<file path="config.mk">
export PLATFORM = sky130hd
export DESIGN_NAME = ila_probe_sched
export DESIGN_NICKNAME = d
export VERILOG_FILES = /design/src/rtl/ila_dbg_pkg.sv /design/src/rtl/ila_probe_mux.sv /design/src/rtl/ila_probe_sched.sv
export SDC_FILE = /design/constraint.sdc
export NUM_CORES = 1
export LEC_CHECK = 0
export CORE_AREA = 8 8 148 109
export DETAILED_ROUTE_END_ITERATION = 12
export DIE_AREA = 0 0 156 117
export PLACE_DENSITY = 0.67
export SKIP_CTS_REPAIR_TIMING = 1
export SLEW_MARGIN = 15
export SYNTH_ARGS = -nofsm -noshare
export SYNTH_HDL_FRONTEND = slang
export SYNTH_HIERARCHICAL = 1
export SYNTH_SLANG_ARGS = --single-unit
export TNS_END_PERCENT = 30
</file>
<file path="constraint.sdc">
create_clock -name clk -period 2.25 [get_ports clk]
set_input_delay 0.675 -clock clk [delete_from_list [all_inputs] [get_ports clk]]
set_output_delay 0.675 -clock clk [all_outputs]
set_load 0.01 [all_outputs]
</file>
<file path="src/rtl/ila_dbg_pkg.sv">
// rtl/ila_dbg_pkg.sv - shared types and helpers for the ILA probe scheduler
package ila_dbg_pkg;

   typedef enum logic [1:0] {
      ST_IDLE    = 2'd0,
      ST_ARMED   = 2'd1,
      ST_CAPTURE = 2'd2
   } ila_state_e;

   // Group-select width; never narrower than one bit so a 1-group build still elaborates.
   function automatic int grp_w(input int num_grp);
      return (num_grp <= 1) ? 1 : $clog2(num_grp);
   endfunction

endpackage

</file>
<file path="src/rtl/ila_probe_mux.sv">
// rtl/ila_probe_mux.sv - registered NUM_GRP:1 probe data multiplexer
module ila_probe_mux #(
   parameter int NUM_GRP = 4,
   parameter int DW      = 32,
   parameter int SEL_W   = 2
) (
   input  logic                  clk,
   input  logic                  rst_n,
   input  logic [SEL_W-1:0]      sel_i,
   input  logic [NUM_GRP*DW-1:0] din_i,
   output logic [DW-1:0]         dout_o
);

   logic [DW-1:0] sel_data;
   logic [DW-1:0] dout_q;

   // Pick the selected group's slice; unmatched selects fall back to zero.
   always_comb begin
      sel_data = '0;
      for (int g = 0; g < NUM_GRP; g++) begin
         if (sel_i == SEL_W'(g)) begin
            sel_data = din_i[g*DW +: DW];
         end
      end
   end

   // Register the mux so the ILA probe sees a clean, glitch-free bus.
   always_ff @(posedge clk) begin
      if (!rst_n) begin
         dout_q <= '0;
      end else begin
         dout_q <= sel_data;
      end
   end

   assign dout_o = dout_q;

endmodule

</file>
<file path="src/rtl/ila_probe_sched.sv">
// rtl/ila_probe_sched.sv - schedules NUM_GRP debug groups onto one ILA probe port
module ila_probe_sched
   import ila_dbg_pkg::*;
#(
   parameter int NUM_GRP = 4,
   parameter int DW      = 32,
   parameter int CNT_W   = 16
) (
   input  logic                       clk,
   input  logic                       rst_n,
   input  logic [NUM_GRP*DW-1:0]      grp_data,
   input  logic [NUM_GRP-1:0]         grp_trig,
   input  logic                       cfg_arm,
   input  logic                       cfg_abort,
   input  logic                       cfg_rotate,
   input  logic [$clog2(NUM_GRP)-1:0] cfg_grp,
   input  logic [CNT_W-1:0]           cfg_post,
   (* syn_keep = 1 *) output logic [DW-1:0]              probe_data,
   (* syn_keep = 1 *) output logic                       probe_trig,
   (* syn_keep = 1 *) output logic [$clog2(NUM_GRP)-1:0] probe_grp,
   (* syn_keep = 1 *) output logic                       busy,
   (* syn_keep = 1 *) output logic                       done
);

   localparam int GRP_W = grp_w(NUM_GRP);

   ila_state_e       state_q,  state_d;
   logic [GRP_W-1:0] cur_q,    cur_d;
   logic [CNT_W-1:0] cnt_q,    cnt_d;
   logic [CNT_W-1:0] post_q,   post_d;
   logic             rotate_q, rotate_d;
   logic [GRP_W:0]   visit_q,  visit_d;
   logic             trig_q,   trig_d;
   logic             done_q,   done_d;
   logic [GRP_W-1:0] pgrp_q,   pgrp_d;
   logic [GRP_W:0]   visit_inc;

   // State and latched configuration registers.
   always_ff @(posedge clk) begin
      if (!rst_n) begin
         state_q  <= ST_IDLE;
         cur_q    <= '0;
         cnt_q    <= '0;
         post_q   <= '0;
         rotate_q <= 1'b0;
         visit_q  <= '0;
         trig_q   <= 1'b0;
         done_q   <= 1'b0;
         pgrp_q   <= '0;
      end else begin
         state_q  <= state_d;
         cur_q    <= cur_d;
         cnt_q    <= cnt_d;
         post_q   <= post_d;
         rotate_q <= rotate_d;
         visit_q  <= visit_d;
         trig_q   <= trig_d;
         done_q   <= done_d;
         pgrp_q   <= pgrp_d;
      end
   end

   assign visit_inc = visit_q + 1'b1;

   // Next-state logic: abort overrides everything, arm only in IDLE, cur moves only on
   // arm accept or rotate advance.
   always_comb begin
      state_d  = state_q;
      cur_d    = cur_q;
      cnt_d    = cnt_q;
      post_d   = post_q;
      rotate_d = rotate_q;
      visit_d  = visit_q;
      trig_d   = 1'b0;
      done_d   = 1'b0;
      pgrp_d   = cur_q;
      if (cfg_abort) begin
         state_d = ST_IDLE;
      end else begin
         case (state_q)
            ST_IDLE: begin
               if (cfg_arm) begin
                  state_d  = ST_ARMED;
                  cur_d    = (32'(cfg_grp) >= NUM_GRP) ? '0 : GRP_W'(cfg_grp);
                  post_d   = cfg_post;
                  rotate_d = cfg_rotate;
                  visit_d  = '0;
               end
            end
            ST_ARMED: begin
               if (grp_trig[cur_q]) begin
                  state_d = ST_CAPTURE;
                  cnt_d   = post_q;
                  trig_d  = 1'b1;
               end
            end
            ST_CAPTURE: begin
               if (cnt_q == '0) begin
                  visit_d = visit_inc;
                  if (rotate_q && (32'(visit_inc) < NUM_GRP)) begin
                     state_d = ST_ARMED;
                     cur_d   = (32'(cur_q) == NUM_GRP - 1) ? '0 : cur_q + 1'b1;
                  end else begin
                     state_d = ST_IDLE;
                     done_d  = 1'b1;
                  end
               end else begin
                  cnt_d = cnt_q - 1'b1;
               end
            end
            default: state_d = ST_IDLE;
         endcase
      end
   end

   ila_probe_mux #(
      .NUM_GRP (NUM_GRP),
      .DW      (DW),
      .SEL_W   (GRP_W)
   ) u_mux (
      .clk    (clk),
      .rst_n  (rst_n),
      .sel_i  (cur_q),
      .din_i  (grp_data),
      .dout_o (probe_data)
   );

   assign probe_trig = trig_q;
   assign probe_grp  = pgrp_q;
   assign busy       = (state_q != ST_IDLE);
   assign done       = done_q;

endmodule

</file>
==> impl_metrics.tcl <==
set metrics [dict create \
    clkLatencyLatePin_ps 330 \
    gr-total-overflow 0 \
    first_pass_iters 5 \
    synth_top_family_by_area "multiplexers" \
    crit_arrival_ps 2510 \
    crit_path_max_fanout 2 \
    crit_buf_inv 0 \
    rsz0062_at_grt "yes" \
    yosysWarnings 6 \
    hpwl_um 11000 \
    root_buffer "clkbuf_16" \
    clockBufferDepth 2 \
    grt_pass1_wl_um 20100 \
    tritoncts "yes" \
    core-area_sq_um 14000 \
    netlist_top_cells_count "dfxtp_1 (76), mux2i_1 (65), nand2_1 (65)" \
    setup_violations 1 \
    grt_start_max_net_pins 68 \
    final_antenna_net_count 0 \
    leakage_nw 2.35 \
    synth_seq_cells 76 \
    violations "setup timing" \
    crit_chain "or4_4 -> or4_4 -> or4_4 -> nand2_4 -> mux2_4" \
    synth_most_common_cell "dfxtp_1" \
    tightest_slew_ps 808 \
    synth_top_flop_cell "dfxtp_1" \
    cts_max_level 3 \
    via_per_inst 4.91 \
    crit_path_max_incr_delay_ps 550 \
    fin_nets 782 \
    cp_top_family "simple AND/OR/NAND/NOR gates" \
    synth_largest_area_cell "dfxtp_1" \
    synth_fp_nets 573 \
    crit_start "cnt_q[7]" \
    avgSynthCellArea_sq_um 9.12 \
    finalCritPeriodShare_pct 102 \
    syn_inst 415 \
    async_reset_ff_share_pct 0 \
    synth_top_area_share_pct 40.2 \
    die_area_sq_um 18300 \
    dpl_worst_slack_ps -206 \
    worst_ir_drop_vdd_uv 514 \
    die_h_um 117 \
    instances_no_fill 824 \
    synth_seq_area_share_pct 40.2 \
    start_util_pct 27.0 \
    synth_xor_area_share_pct 0.463 \
    vias 4049 \
    cp.required_ps 2470 \
    die_x_um 156 \
    first_iter_violations 167 \
    antenna_found_initial 0 \
    drt_wl_total_um 13700 \
    drc 0 \
    clkTransAtPathRegs_ps 60 \
    rows 37 \
    maxSlewViolCount 0 \
    area_delta_synth_final_pct 68.5 \
    cts_sinks 76 \
    fmax_mhz 437 \
    p_per_area_nw_per_um2 604 \
    layout_min_cycle_time_ps 2290 \
    synth_edf_count 0 \
    synthMuxAreaShare_pct 18.2 \
    gp_congestion 0.875 \
    ios 192 \
    min-delay-start "post_q[12]" \
    synth_compound_area_share_pct 16.4 \
    yosys.area_share.simple_pct 17.1 \
    design_area_sq_um 6380 \
    layout_setup_ws_ps -35.9 \
    setup.worst_path.end_class "flop" \
    dp.cells 807 \
    num_antenna_cells 0 \
    outcome "finished, violations left" \
    maxSlewHeadroom_pct 46.1 \
    syn_area_sq_um 3790 \
    finClkSkew_ps 6.78 \
    crit_type "reg -> reg" \
    grt_usage_pct 14.0 \
    hold_viol_final 0 \
    slowest_stage "or4_4" \
    crit_top_cell "or4_4" \
    synth.area.top_cells "dfxtp_1 (40%), mux2i_1 (17%), nand2_1 (6.4%)" \
    grt_pass1_vias 3939 \
    ys_types 45 \
    avgRoutedWirePerCell_um 16.7 \
    drv_cap 0 \
    placed_cell_area_sq_um 6010 \
    drive_above_1_share_pct 10.3 \
    r2r-start "cnt_q[7]" \
    synthAdderAreaFrac_pct 0.991 \
    port_buffers 191 \
    hp-class "reg -> reg" \
    crit_path_start_kind "flop" \
    numCtsBuffers 9 \
]
==> kinds of logic (layout without fill, tap and decap cells) <==
kind of cell / Yosys count / after routing
DFF: 76 / 76
xor gates and xnor gates: 2 / 2
buffers and inverters: 36 / 250
muxes: 67 / 67
adders and majority gates: 3 / 3
and+or+nand+nor: 130 / 130
AOI/OAI and AO/OA: 101 / 101
==> final timing paths <==
kind,slack [ps],end,cells after the start
max,-40,cur_q[1],5
min,460,post_q[12],2
max reg2reg,-40,cur_q[1],5
min reg2reg,460,post_q[12],2
==> layout make-up <==
class	instances	area [sq um]
Clock buffer	12	256
Clock inverter	4	95.1
Fill cell	1328	7650
Inverter	7	26.3
Multi-Input combinational cell	303	2020
Sequential cell	76	1530
Tap cell	195	244
Timing Repair Buffer	227	2210
==> power by group <==
group          switching, W  internal (W)  total, W
sequential        0.0000279       0.00142   0.00144
combinational      0.000258      0.000452  0.000710
clock              0.000556       0.00114   0.00170
==> per-stage QoR <==
step / util (%) / power (W) / hold WS [ps] / TNS, ps
6_report: 45.5 / 0.00385 / 455 / -35.9
5_1_grt: 45.5 / 0.00400 / 478 / -189
4_1_cts: 45.4 / 0.00391 / 459 / -67.5
3_5_place_dp: 42.9 / 0.00218 / 451 / -3210
3_3_place_gp: 42.9 / 0.00217 / 449 / -3070
2_1_floorplan: - / 0.00175 / 433 / -75.3
==> metal layers <==
layer / routed length (um) / vias to the layer above / global-route usage, %
met2: 6650 / 185 / 23.3
met3: 1040 / 19 / 3.85
met1: 5820 / 1894 / 17.2
met5: 0 / - / 0
met4: 221 / 0 / 5.22
li1: - / 1951 / -
==> cell usage in the layout (no fill, tap or decap), types with 2 or more instances in the layout <==
| cell type | instances |
|---|---|
| nor3_1 | 3 |
| or2_2 | 3 |
| clkdlybuf4s50_1 | 190 |
| buf_4 | 34 |
| o41ai_1 | 2 |
| bufinv_16 | 3 |
| or4_1 | 6 |
| mux2i_1 | 65 |
| ha_1 | 3 |
| o21ai_0 | 5 |
| buf_12 | 2 |
| o31ai_1 | 5 |
| nand3_1 | 9 |
| clkbuf_16 | 9 |
| inv_1 | 7 |
| nand2_1 | 65 |
| dfxtp_1 | 75 |
| nor2_1 | 9 |
| nor3b_1 | 6 |
| nor2b_1 | 2 |
| nand4_1 | 2 |
| or4_4 | 3 |
| or3_1 | 4 |
| nor4_1 | 8 |
| o22ai_1 | 37 |
| clkbuf_8 | 2 |
| o211ai_1 | 8 |
| a21oi_1 | 36 |
| xnor2_1 | 2 |
| nand2b_1 | 4 |
==> worst min-delay path, cell delays in order, from the launching register on <==
cell and delay, ps:
dfxtp_1 310, nand2_1 50, a21oi_1 50
==> registers in the layout, indices dropped and copies added, names as in the netlist <==
register	flops
done	1
state_q	2
probe_trig	1
cnt_q	16
post_q	16
u_mux/dout_o	32
probe_grp	2
visit_q	3
cur_q	2
rotate_q	1
(Power assumes the default switching activity.)
